### src/rtl/mem_arb_pkg.sv
// rtl/mem_arb_pkg.sv - shared types and constants for the unified memory port arbiter
package mem_arb_pkg;

    typedef enum logic [1:0] {
        IDLE   = 2'd0,
        ACCESS = 2'd1,
        RESP   = 2'd2
    } arb_state_t;

    localparam logic OWN_IF = 1'b0;
    localparam logic OWN_LS = 1'b1;

    localparam int MEM_LAT_MIN = 1;
    localparam int MEM_LAT_MAX = 7;

    function automatic bit mem_lat_ok(input int lat);
        return (lat >= MEM_LAT_MIN) && (lat <= MEM_LAT_MAX);
    endfunction

endpackage

### src/rtl/rr_pick2.sv
// rtl/rr_pick2.sv - combinational two-way round-robin picker
module rr_pick2 (
    input  logic [1:0] req,
    input  logic       last,
    output logic       grant_valid,
    output logic       grant_id
);

    always_comb begin
        grant_valid = |req;
        case (req)
            2'b11:   grant_id = ~last;
            2'b10:   grant_id = 1'b1;
            default: grant_id = 1'b0;
        endcase
    end

endmodule

### src/rtl/mem_port_arbiter.sv
// rtl/mem_port_arbiter.sv - shares one memory port between fetch and load/store requesters
module mem_port_arbiter
    import mem_arb_pkg::*;
#(
    parameter int ADDR_W  = 32,
    parameter int DATA_W  = 32,
    parameter int MEM_LAT = 2
) (
    input  logic              CLK,
    input  logic              reset,
    input  logic              if_req,
    input  logic [ADDR_W-1:0] if_addr,
    output logic              if_ack,
    output logic [DATA_W-1:0] if_rdata,
    input  logic              ls_req,
    input  logic              ls_we,
    input  logic [ADDR_W-1:0] ls_addr,
    input  logic [DATA_W-1:0] ls_wdata,
    output logic              ls_ack,
    output logic [DATA_W-1:0] ls_rdata,
    output logic [ADDR_W-1:0] mem_address,
    output logic [DATA_W-1:0] mem_data_in,
    input  logic [DATA_W-1:0] mem_data_out,
    output logic              mem_read,
    output logic              mem_write,
    output logic [1:0]        arb_state,
    output logic              owner
);

    if (!mem_lat_ok(MEM_LAT)) begin : g_bad_mem_lat
        $error("mem_port_arbiter: MEM_LAT out of range 1..7");
    end

    arb_state_t state, next_state;
    logic [2:0] cnt;
    logic       last_grant;
    logic       we_r;
    logic       grant_valid;
    logic       grant_id;
    logic       start;
    logic       finish;

    rr_pick2 u_pick (
        .req         ({ls_req, if_req}),
        .last        (last_grant),
        .grant_valid (grant_valid),
        .grant_id    (grant_id)
    );

    always_comb begin
        next_state = state;
        start      = 1'b0;
        finish     = 1'b0;
        case (state)
            IDLE: begin
                if (grant_valid) begin
                    next_state = ACCESS;
                    start      = 1'b1;
                end
            end
            ACCESS: begin
                if (cnt == 3'd0) begin
                    next_state = RESP;
                    finish     = 1'b1;
                end
            end
            RESP:    next_state = IDLE;
            default: next_state = IDLE;
        endcase
    end

    assign arb_state = state;

    always_ff @(posedge CLK) begin
        if (!reset) begin
            state       <= IDLE;
            cnt         <= 3'd0;
            last_grant  <= OWN_LS;
            we_r        <= 1'b0;
            owner       <= OWN_IF;
            if_ack      <= 1'b0;
            ls_ack      <= 1'b0;
            if_rdata    <= '0;
            ls_rdata    <= '0;
            mem_address <= '0;
            mem_data_in <= '0;
            mem_read    <= 1'b0;
            mem_write   <= 1'b0;
        end else begin
            state     <= next_state;
            if_ack    <= finish && (owner == OWN_IF);
            ls_ack    <= finish && (owner == OWN_LS);
            // A store strobes write once; the remaining ACCESS cycles are pure wait states.
            mem_write <= start && (grant_id == OWN_LS) && ls_we;
            if (start) begin
                owner      <= grant_id;
                last_grant <= grant_id;
                cnt        <= 3'(MEM_LAT - 1);
                mem_read   <= !((grant_id == OWN_LS) && ls_we);
                if (grant_id == OWN_LS) begin
                    mem_address <= ls_addr;
                    mem_data_in <= ls_wdata;
                    we_r        <= ls_we;
                end else begin
                    mem_address <= if_addr;
                    we_r        <= 1'b0;
                end
            end else begin
                if (next_state != ACCESS) begin
                    mem_read <= 1'b0;
                end
                if ((state == ACCESS) && (cnt != 3'd0)) begin
                    cnt <= cnt - 3'd1;
                end
            end
            if (finish && !we_r) begin
                if (owner == OWN_IF) begin
                    if_rdata <= mem_data_out;
                end else begin
                    ls_rdata <= mem_data_out;
                end
            end
        end
    end

endmodule

### config.mk
export PLATFORM = sky130hd
export DESIGN_NAME = mem_port_arbiter
export DESIGN_NICKNAME = d
export VERILOG_FILES = /design/src/rtl/mem_arb_pkg.sv /design/src/rtl/rr_pick2.sv /design/src/rtl/mem_port_arbiter.sv
export SDC_FILE = /design/constraint.sdc
export NUM_CORES = 1
export LEC_CHECK = 0
export ABC_AREA = 0
export CAP_MARGIN = 5
export CORE_MARGIN = 2
export CORE_UTILIZATION = 36
export DETAILED_ROUTE_END_ITERATION = 8
export PLACE_DENSITY_LB_ADDON = 0.15
export SLEW_MARGIN = 20
export SYNTH_ARGS = -nofsm -noshare
export SYNTH_HDL_FRONTEND = slang
export SYNTH_SLANG_ARGS = --single-unit
### constraint.sdc
create_clock -name CLK -period 1.4 [get_ports CLK]
set_input_delay 0.35 -clock CLK [delete_from_list [all_inputs] [get_ports CLK]]
set_output_delay 0.35 -clock CLK [all_outputs]
set_load 0.05 [all_outputs]
### Word level (Yosys, flattened, before mapping)

Index checks and enable logic that the tools add are counted.

| operators by class | value |
|---|---|
| add/subtract/negate cells | 1 |
| equal/unequal tests | 4 |
| mux-type cells | 14 |
| bitwise gates (word level) | 3 |
| reductions and logical operators | 19 |

Operator list:

| cell | number |
|---|---|
| $mux 32 | 1 |
| $mux 1 | 9 |
| $logic_and 1x1->1 | 7 |
| $reduce_and 2->1 | 3 |
| $eq 2x2->1 const B | 2 |
| $mux 2 | 2 |
| $pmux 2 s2 | 1 |
| $reduce_bool 2->1 | 2 |
| $reduce_or 2->1 | 2 |
| $logic_not 3->1 | 1 |
| $not 1->1 | 3 |
| $reduce_bool 3->1 | 1 |
| $sub 3x1->3 const B | 1 |
| $eq 2x1->1 const B | 1 |
| $logic_not 1->1 | 2 |
| $logic_not 2->1 | 1 |
| $ne 2x1->1 const B | 1 |
| $pmux 1 s2 | 1 |

| storage, ports and cells | value |
|---|---|
| register bits after elaboration | 140 |
| input bits | 133 |
| output and inout bits | 135 |
| word-level logic and storage cells | 55 |

### Longest topological paths before layout

Gate-level depths: netlist (run 1).

| depth | value |
|---|---|
| word-level depth | 6 |
| mapped depth | 7 |

### Hierarchy

A second synthesis (run 1) with hierarchy kept.

| unflattened totals | value |
|---|---|
| cells, all modules | 547 |
| area, all modules | 5371.4 sq um |

Modules (own cells, without submodules):

| module | times used | cells each | area each (sq um) |
|---|---|---|---|
| mem_port_arbiter | 1 | 545 | 5357.6 |
| rr_pick2 | 1 | 2 | 13.8 |

### Least setup slack after synthesis (run 1)

Ideal clock, no wire load.

| timing path | value |
|---|---|
| path kind | register to register |
| start | register state[0] (netlist: arb_state[0]) |
| end | register ls_rdata[0] |
| setup time | 119 ps |
| arrival | 1546 ps |
| required time | 1281 ps |
| setup slack | -265 ps |
| cell stages (with the launch flop) | 6 |
| buffers on the path | 2 |
| clock period less this slack | 1665 ps |
| cell sequence | dfxtp_1 > and4bb_4 > nand3b_2 > buf_6 > buf_12 > mux2i_1 |

| on the way | value |
|---|---|
| longest elaborated chain between the ends | 4 |

RTL lines:

| element | line | text |
|---|---|---|
| start: declaration | mem_port_arbiter.sv:34 | `arb_state_t state, next_state;` |
| start signal: assignment | mem_port_arbiter.sv:90 | `state <= next_state;` |
| $eq 2x1->1 | mem_port_arbiter.sv:54 | `case (state)` |
| $mux 1 | mem_port_arbiter.sv:54 |  |
| $logic_and 1x1->1 | mem_port_arbiter.sv:116 | `if (finish && !we_r) begin` |
| $reduce_and 2->1 (no source line) | -- |  |
| end signal: assignment | mem_port_arbiter.sv:120 | `ls_rdata <= mem_data_out;` |
| end: declaration | mem_port_arbiter.sv:20 | `output logic [DATA_W-1:0] ls_rdata,` |

No other way between the ends.
A chain may end at the register's enable or synchronous reset.

### Worst setup path in the final report (run 1)

| timing path | value |
|---|---|
| start | register cnt[1] |
| end | register ls_rdata[4] |

| on the way | value |
|---|---|
| longest elaborated chain between the ends | 5 |

RTL lines:

| element | line | text |
|---|---|---|
| start: declaration | mem_port_arbiter.sv:35 | `logic [2:0] cnt;` |
| start signal: assignment | mem_port_arbiter.sv:98 | `cnt <= 3'(MEM_LAT - 1);` |
| start signal: assignment | mem_port_arbiter.sv:113 | `cnt <= cnt - 3'd1;` |
| $logic_not 3->1 | mem_port_arbiter.sv:62 | `if (cnt == 3'd0) begin` |
| $mux 1 | mem_port_arbiter.sv:62 |  |
| $mux 1 | mem_port_arbiter.sv:54 |  |
| $logic_and 1x1->1 | mem_port_arbiter.sv:116 |  |
| $reduce_and 2->1 (no source line) | -- |  |

No other way between the ends.

==> parameters.txt, run 1 <==
Parameter                              Value

GRT
  Total global routing track utilization    21.2%
  Pin count of the biggest net entering global routing    35
  Via count of the first global-routing pass    5030
  Total global routing overflow    0
  Number of antenna violations at the first check in global routing    1
  Global-route wire length before repair    26.1 mm

Clocking
  Register clock-pin slew on the reported worst setup and hold paths    0.06 ns
  Count of clock tree sinks    140
  Number of levels in the clock H-tree    4
  CTS tree    yes
  Number of buffers inserted by hold repair at cts    0
  Number of clock buffers inserted by TritonCTS    17
  Clk Tree Root Cell    sky130_fd_sc_hd__clkbuf_16
  Max Buffers Root-to-Sink    2
  Clk_lat worst skew    0.42 ns

Logic synthesis
  Main flop type after synthesis    sky130_fd_sc_hd__dfxtp_1
  Most used standard cells in the synthesized netlist    sky130_fd_sc_hd__dfxtp_1, sky130_fd_sc_hd__nand2_1, sky130_fd_sc_hd__mux2i_1, sky130_fd_sc_hd__o2bb2ai_1, sky130_fd_sc_hd__a22o_1
  Share of the synthesized area in the top cell type    53.7%
  Post-synthesis cell type with the largest combined area    sky130_fd_sc_hd__dfxtp_1
  #FFs+latches synth    140
  Synth warn    0
  Mean post-synth cell area    11.0 um^2
  Library cell with the highest instance count after synthesis    sky130_fd_sc_hd__dfxtp_1
  Net count after synthesis    611
  Distinct cells, synth    37
  Asr flop ratio synth    0%
  Gate count after technology mapping    476
  Portion of the post-synthesis area used by sequential elements    53.7%
  Number of flops mapped to enable cells by yosys    0
  Area contributors post-synth    sky130_fd_sc_hd__dfxtp_1, sky130_fd_sc_hd__mux2i_1, sky130_fd_sc_hd__nand2_1, sky130_fd_sc_hd__o2bb2ai_1, sky130_fd_sc_hd__a22o_1
  Post-synthesis instance area    5220 um^2

Setup path
  Capturing element type of the critical path    register
  Cell depth of the worst flop-to-flop path    6
  Reg2Reg Setup Slack    -0.05 ns
  Type of the worst setup path    register to register
  Reg2Reg Capture Point    ls_rdata[4]$_SDFFE_PN0P_
  Kind of start point of the critical path    register
  Arrival time of data at the critical path endpoint    1.75 ns
  Data required time at the worst endpoint    1.70 ns
  Startpoint of the worst-slack reg-to-reg timing path    cnt[1]$_SDFFE_PP0P_
  Worst-path maximum fanout    16

Routing
  Number of design-rule violations left by the first detailed-router iteration    211
  Antenna viol nets, final    0
  Detailed Routing Iterations Pass 1    4
  Residual DRC    0
  Average vias per placed instance    4.92
  Vias    4659
  Total Wirelength    16.6 mm
  Per-cell routed wire length    17.5 um

Power and ir drop
  Areal power density over the cells    1310 nW/um^2
  Worst IR Drop VDD    0.760 mV
  Leakage dissipation    4.49 nW
  Overall power    13.6 mW

Flow run
  Max-cap violations    0

Placement
  GPL Wtd Cong    0.770
  Hpwl dp    12.0 mm
  DP Worst Slack    -0.466 ns
  Count of placed standard cells including taps    907
  Placement-stage cell area    9580 um^2
  Number of port buffers    267

STA
  Setup repair after global routing missed its margin    true
  Final Worst Setup Slack    -0.0523 ns
  Final hold violation count    0
  Layout Skew    0.00646 ns
  Maximum clock frequency    689 MHz
  Tightest slew margin relative to the limit    72.2%
  Period utilisation layout    104%
  Setup-failing EPs final    32
  Final max-slew violation count    0
  Period minus WS final    1.45 ns
  Final setup TNS    -0.952 ns
  Slew at the pin closest to its max-slew limit    0.413 ns

Floorplan
  Total die area    15500 um^2
  Area inside the core boundary    14000 um^2
  Num rows    43
  Ports placed on the boundary    268
  Die extent in y    124 um
  Die width    124 um
  Initial core utilization    37.1%

Finish
  Relative area change from synthesis to final layout    98.8%
  Final std cell area, no fill    10400 um^2
  Ratio of cells with drive above 1 in the final layout    28.2%
  Filler-free cell count of the finished design    946
  Total Nets Final    887

Hold path
  Hold Crit Class    primary input to register
  Hold path depth    2
  Beginning of the worst hold path    reset
  Worst hold path endpoint    arb_state[0]$_SDFF_PN0_

Outcome
  Result of the run    finished, violations left
  Violated checks    negative setup slack
cells in the final DEF (no fill, tap or decap), types with 2 or more instances in the layout:
cell	Yosys	routed
sky130_fd_sc_hd__buf_6	1	4
sky130_fd_sc_hd__mux2i_2	0	2
sky130_fd_sc_hd__buf_4	8	8
sky130_fd_sc_hd__a21oi_2	1	2
sky130_fd_sc_hd__dfxtp_2	0	2
sky130_fd_sc_hd__nor2_1	5	5
sky130_fd_sc_hd__buf_12	3	147
sky130_fd_sc_hd__dfxtp_4	0	3
sky130_fd_sc_hd__a22o_1	32	32
sky130_fd_sc_hd__dfxtp_1	140	135
sky130_fd_sc_hd__o21ai_0	3	3
sky130_fd_sc_hd__clkbuf_8	0	5
sky130_fd_sc_hd__clkinvlp_4	0	5
sky130_fd_sc_hd__clkbuf_16	0	19
sky130_fd_sc_hd__o2bb2ai_1	33	33
sky130_fd_sc_hd__inv_2	0	2
sky130_fd_sc_hd__mux2i_1	96	94
sky130_fd_sc_hd__nand2_1	97	97
sky130_fd_sc_hd__a21o_1	2	2
sky130_fd_sc_hd__clkdlybuf4s50_1	0	129
sky130_fd_sc_hd__inv_1	4	2
sky130_fd_sc_hd__nor2b_1	2	2
sky130_fd_sc_hd__bufinv_16	0	4
sky130_fd_sc_hd__nand2b_1	2	2
report_power, final:
| group | internal (mW) | leakage (nW) | switching [mW] |
|---|---|---|---|
| combinational | 2.04 | 3.04 | 1.93 |
| clock | 3.22 | 0.304 | 1.68 |
| sequential | 4.33 | 1.14 | 0.374 |
worst max-delay path, stage by stage, from the launching register on:
cell and delay [ns]:
sky130_fd_sc_hd__dfxtp_2 0.32, sky130_fd_sc_hd__inv_2 0.07, sky130_fd_sc_hd__ha_4 0.14, sky130_fd_sc_hd__and4bb_4 0.29
sky130_fd_sc_hd__nand3b_4 0.15, sky130_fd_sc_hd__buf_16 0.21, sky130_fd_sc_hd__mux2i_1 0.14
worst max-delay path by stage:
stage | start | to | slack (ns)
after CTS | cnt[1]$_SDFFE_PP0P_ | if_rdata[16]$_SDFFE_PN0P_ | -0.04
after floorplan | owner$_SDFFE_PN0N_ | if_rdata[10]$_SDFFE_PN0P_ | 0.004
after global routing | cnt[1]$_SDFFE_PP0P_ | ls_rdata[21]$_SDFFE_PN0P_ | -0.10
final | cnt[1]$_SDFFE_PP0P_ | ls_rdata[4]$_SDFFE_PN0P_ | -0.05
after global placement | ls_req | mem_address[12]$_SDFFE_PN0N_ | -0.41
after detailed placement | ls_req | mem_address[11]$_SDFFE_PN0N_ | -0.47
flip-flops by register name (all words and copies together), names as in the netlist, 2 cells and up:
name and cells:
arb_state 2, mem_data_in 32, cnt 3, if_rdata 32, mem_address 32, ls_rdata 32
through the flow:
| stage | hold WS (ns) | utilization (%) |
|---|---|---|
| after floorplan | 0.441 | - |
| after global placement | 0.469 | 68.3 |
| after detailed placement | 0.491 | 68.3 |
| after CTS | 0.298 | 73.3 |
| after global routing | 0.324 | 73.9 |
| final | 0.330 | 73.9 |
per-layer routing:
layer	GRT usage (%)	vias to the layer above	share of wire, %	routed length [um]
met5	0	-	0	0
met4	9.78	0	2.6	438
met2	37.2	201	52	8530
li1	-	2232	-	-
met1	22.4	2194	38	6260
met3	8.20	32	8.0	1330
cell type report:
| class | count | area (um^2) |
|---|---|---|
| diodes | 1 | 2.50 |
| clock buffers | 23 | 498 |
| clock inverters | 9 | 158 |
| fillers | 909 | 3670 |
| inverters | 4 | 15.0 |
| multi-input cells | 295 | 2210 |
| flip-flops and latches | 140 | 2820 |
| well taps | 180 | 225 |
| repair buffers | 294 | 4440 |
cell families (layout without fill, tap and decap cells):
family                     count (synthesis)  count (layout)  synth area share, %
buffers and inverters                     41             330                 4.85
DFF                                      140             140                 53.7
and+or+nand+nor                          117             117                 9.55
AOI/OAI and AO/OA                         80              80                 13.0
adders and majority gates                  2               2                0.480
muxes                                     96              96                 18.4
other                                      0               1                    0
repair_timing:
action,CTS,global route
endpoints found under the setup margin,63,109
buffers inserted,1,2
pin swaps,1,1
resized for setup,9,6
cloned,1,3
(Power assumes the default switching activity.)
==> run 2: changes to the inputs <==
- SETUP_SLACK_MARGIN: default -> 0.05
- SKIP_CTS_REPAIR_TIMING: default -> 1
==> parameters.txt, run 2 (synthesized netlist as in run 1, its figures left out) <==
Parameter                              Value

Routing
  Average vias per placed instance    4.86
  Total Wirelength    16.1 mm
  Residual DRC    0
  Vias    4596
  Antenna viol nets, final    0
  Detailed Routing Iterations Pass 1    4
  Number of design-rule violations left by the first detailed-router iteration    191
  Per-cell routed wire length    17.0 um

Power and ir drop
  Worst IR Drop VDD    0.611 mV
  Net switching power of the design    3.89 mW
  Leakage dissipation    4.45 nW
  Fraction of power consumed by sequential logic    36.7%
  Total internal power    8.98 mW
  Switching share of total power    30.2%
  Combinational cell fraction of total power    30.7%
  Areal power density over the cells    1250 nW/um^2
  Relative contribution of the clock network to total power    32.7%

GRT
  Global-route wire length before repair    25.3 mm
  Total global routing overflow    0
  Pin count of the biggest net entering global routing    71
  Number of antenna violations at the first check in global routing    0
  Total global routing track utilization    20.3%
  Via count of the first global-routing pass    4859

STA
  Layout Skew    0.00537 ns
  Final setup TNS    -0.274 ns
  Period minus WS final    1.45 ns
  Setup repair after global routing missed its margin    true
  Setup-failing EPs final    20
  Final hold violation count    0
  Tightest slew margin relative to the limit    75.7%
  Slew at the pin closest to its max-slew limit    0.361 ns
  Final max-slew violation count    0
  Maximum clock frequency    690 MHz
  Period utilisation layout    103%
  Final Worst Setup Slack    -0.0490 ns

Clocking
  Clk_lat worst skew    0.40 ns
  CTS tree    yes
  Max Buffers Root-to-Sink    2
  Count of clock tree sinks    140
  Number of levels in the clock H-tree    4
  Number of clock buffers inserted by TritonCTS    17
  Clk Tree Root Cell    sky130_fd_sc_hd__clkbuf_16
  Register clock-pin slew on the reported worst setup and hold paths    0.06 ns

Setup path
  Stage delay of the slowest cell on the critical path    0.36 ns
  Data required time at the worst endpoint    1.72 ns
  Capturing element type of the critical path    register
  Kind of start point of the critical path    register
  Type of the worst setup path    register to register
  Max stage delay cell, worst path    sky130_fd_sc_hd__dfxtp_2
  Worst-path maximum fanout    14
  Cell depth of the worst flop-to-flop path    6
  Critical path, cell by cell    inv_4 > ha_4 > and4bb_4 > nand2_2 > buf_12 > mux2i_1
  Arrival time of data at the critical path endpoint    1.77 ns

Flow run
  Max-cap violations    0

Floorplan
  Ports placed on the boundary    268
  Die width    124 um
  Area inside the core boundary    14000 um^2
  Total die area    15500 um^2
  Num rows    43
  Die extent in y    124 um
  Initial core utilization    37.1%

Placement
  Number of port buffers    267
  Hpwl dp    11.8 mm
  Placement-stage cell area    9560 um^2
  GPL Wtd Cong    0.726

Outcome
  Result of the run    finished, violations left
  Violated checks    negative setup slack

Finish
  Diodes inserted    0
  Most used cells in the layout excluding fill and tap cells    sky130_fd_sc_hd__buf_12, sky130_fd_sc_hd__clkdlybuf4s50_1, sky130_fd_sc_hd__dfxtp_1, sky130_fd_sc_hd__nand2_1, sky130_fd_sc_hd__mux2i_1
  Total Nets Final    888
  Final std cell area, no fill    10300 um^2
  Final-layout fill cell count    923
  Commonest non-fill, non-tap cell in the layout    sky130_fd_sc_hd__buf_12
  Final core utilization    73.1%
  Relative area change from synthesis to final layout    96.8%
  Ratio of cells with drive above 1 in the final layout    29.5%

Hold path
  Hold path depth    3
  Hold Crit Class    primary input to register
[run 2: cell types whose count changed in the layout (fill, tap and decap cells not counted), moves of 4 or more]
cell,before,now
sky130_fd_sc_hd__buf_4,8,14
sky130_fd_sc_hd__clkinv_2,0,5
sky130_fd_sc_hd__clkinvlp_4,5,1
sky130_fd_sc_hd__dfxtp_1,135,128
sky130_fd_sc_hd__dfxtp_2,2,9
[run 2: power by group through the flow]
stage,clock network (mW),logic (mW),registers (mW)
after global routing,4.49,4.10,4.76
after global placement,0,3.82,4.77
after detailed placement,0,3.87,4.79
final,4.21,3.95,4.72
after floorplan,0,0.800,5.70
after CTS,4.31,3.88,4.71
[run 2: cell type report]
class / instances / area [um^2] / area share (%)
multi-input combinational: 295 / 2230 / 21.7
tap: 180 / 225 / 2.19
clock inverter: 7 / 62.6 / 0.609
sequential: 140 / 2830 / 27.5
inverter: 4 / 17.5 / 0.171
timing repair buffer: 295 / 4410 / 43.0
clock buffer: 25 / 495 / 4.83
[run 2: final timing paths]
path | from | to | slack, ns
setup / recovery | cnt[1]$_SDFFE_PP0P_ | if_rdata[31]$_SDFFE_PN0P_ | -0.05
hold / removal | reset | cnt[0]$_SDFFE_PN0P_ | 0.27
setup reg to reg | cnt[1]$_SDFFE_PP0P_ | if_rdata[31]$_SDFFE_PN0P_ | -0.05
hold reg to reg | if_rdata[24]$_SDFFE_PN0P_ | if_rdata[24]$_SDFFE_PN0P_ | 0.48
[run 2: through the flow]
step / hold slack [ns] / power, mW / instances / setup slack, ns
4_1_cts: 0.239 / 12.9 / 939 / -0.0670
3_3_place_gp: 0.469 / 8.59 / 907 / -0.392
6_report: 0.270 / 12.9 / 946 / -0.0490
5_1_grt: 0.262 / 13.4 / 946 / -0.0950
3_5_place_dp: 0.490 / 8.66 / 907 / -0.443
2_1_floorplan: 0.441 / 6.50 / 476 / 0.0444
[run 2: layer usage]
layer / track usage, % / wire length (um)
met4: 6.54 / 231
met5: 0 / 0
met3: 7.35 / 1260
met1: 21.9 / 6170
met2: 36.7 / 8450
[run 2: critical path: cells and delay by family (launching register included)]
family | cells | cell delay [ns]
multiplexers | 1 | 0.23
adder cells (fa/ha/maj) | 1 | 0.15
AND/OR/NAND/NOR | 2 | 0.37
flip-flops | 1 | 0.36
buffers and inverters | 2 | 0.24
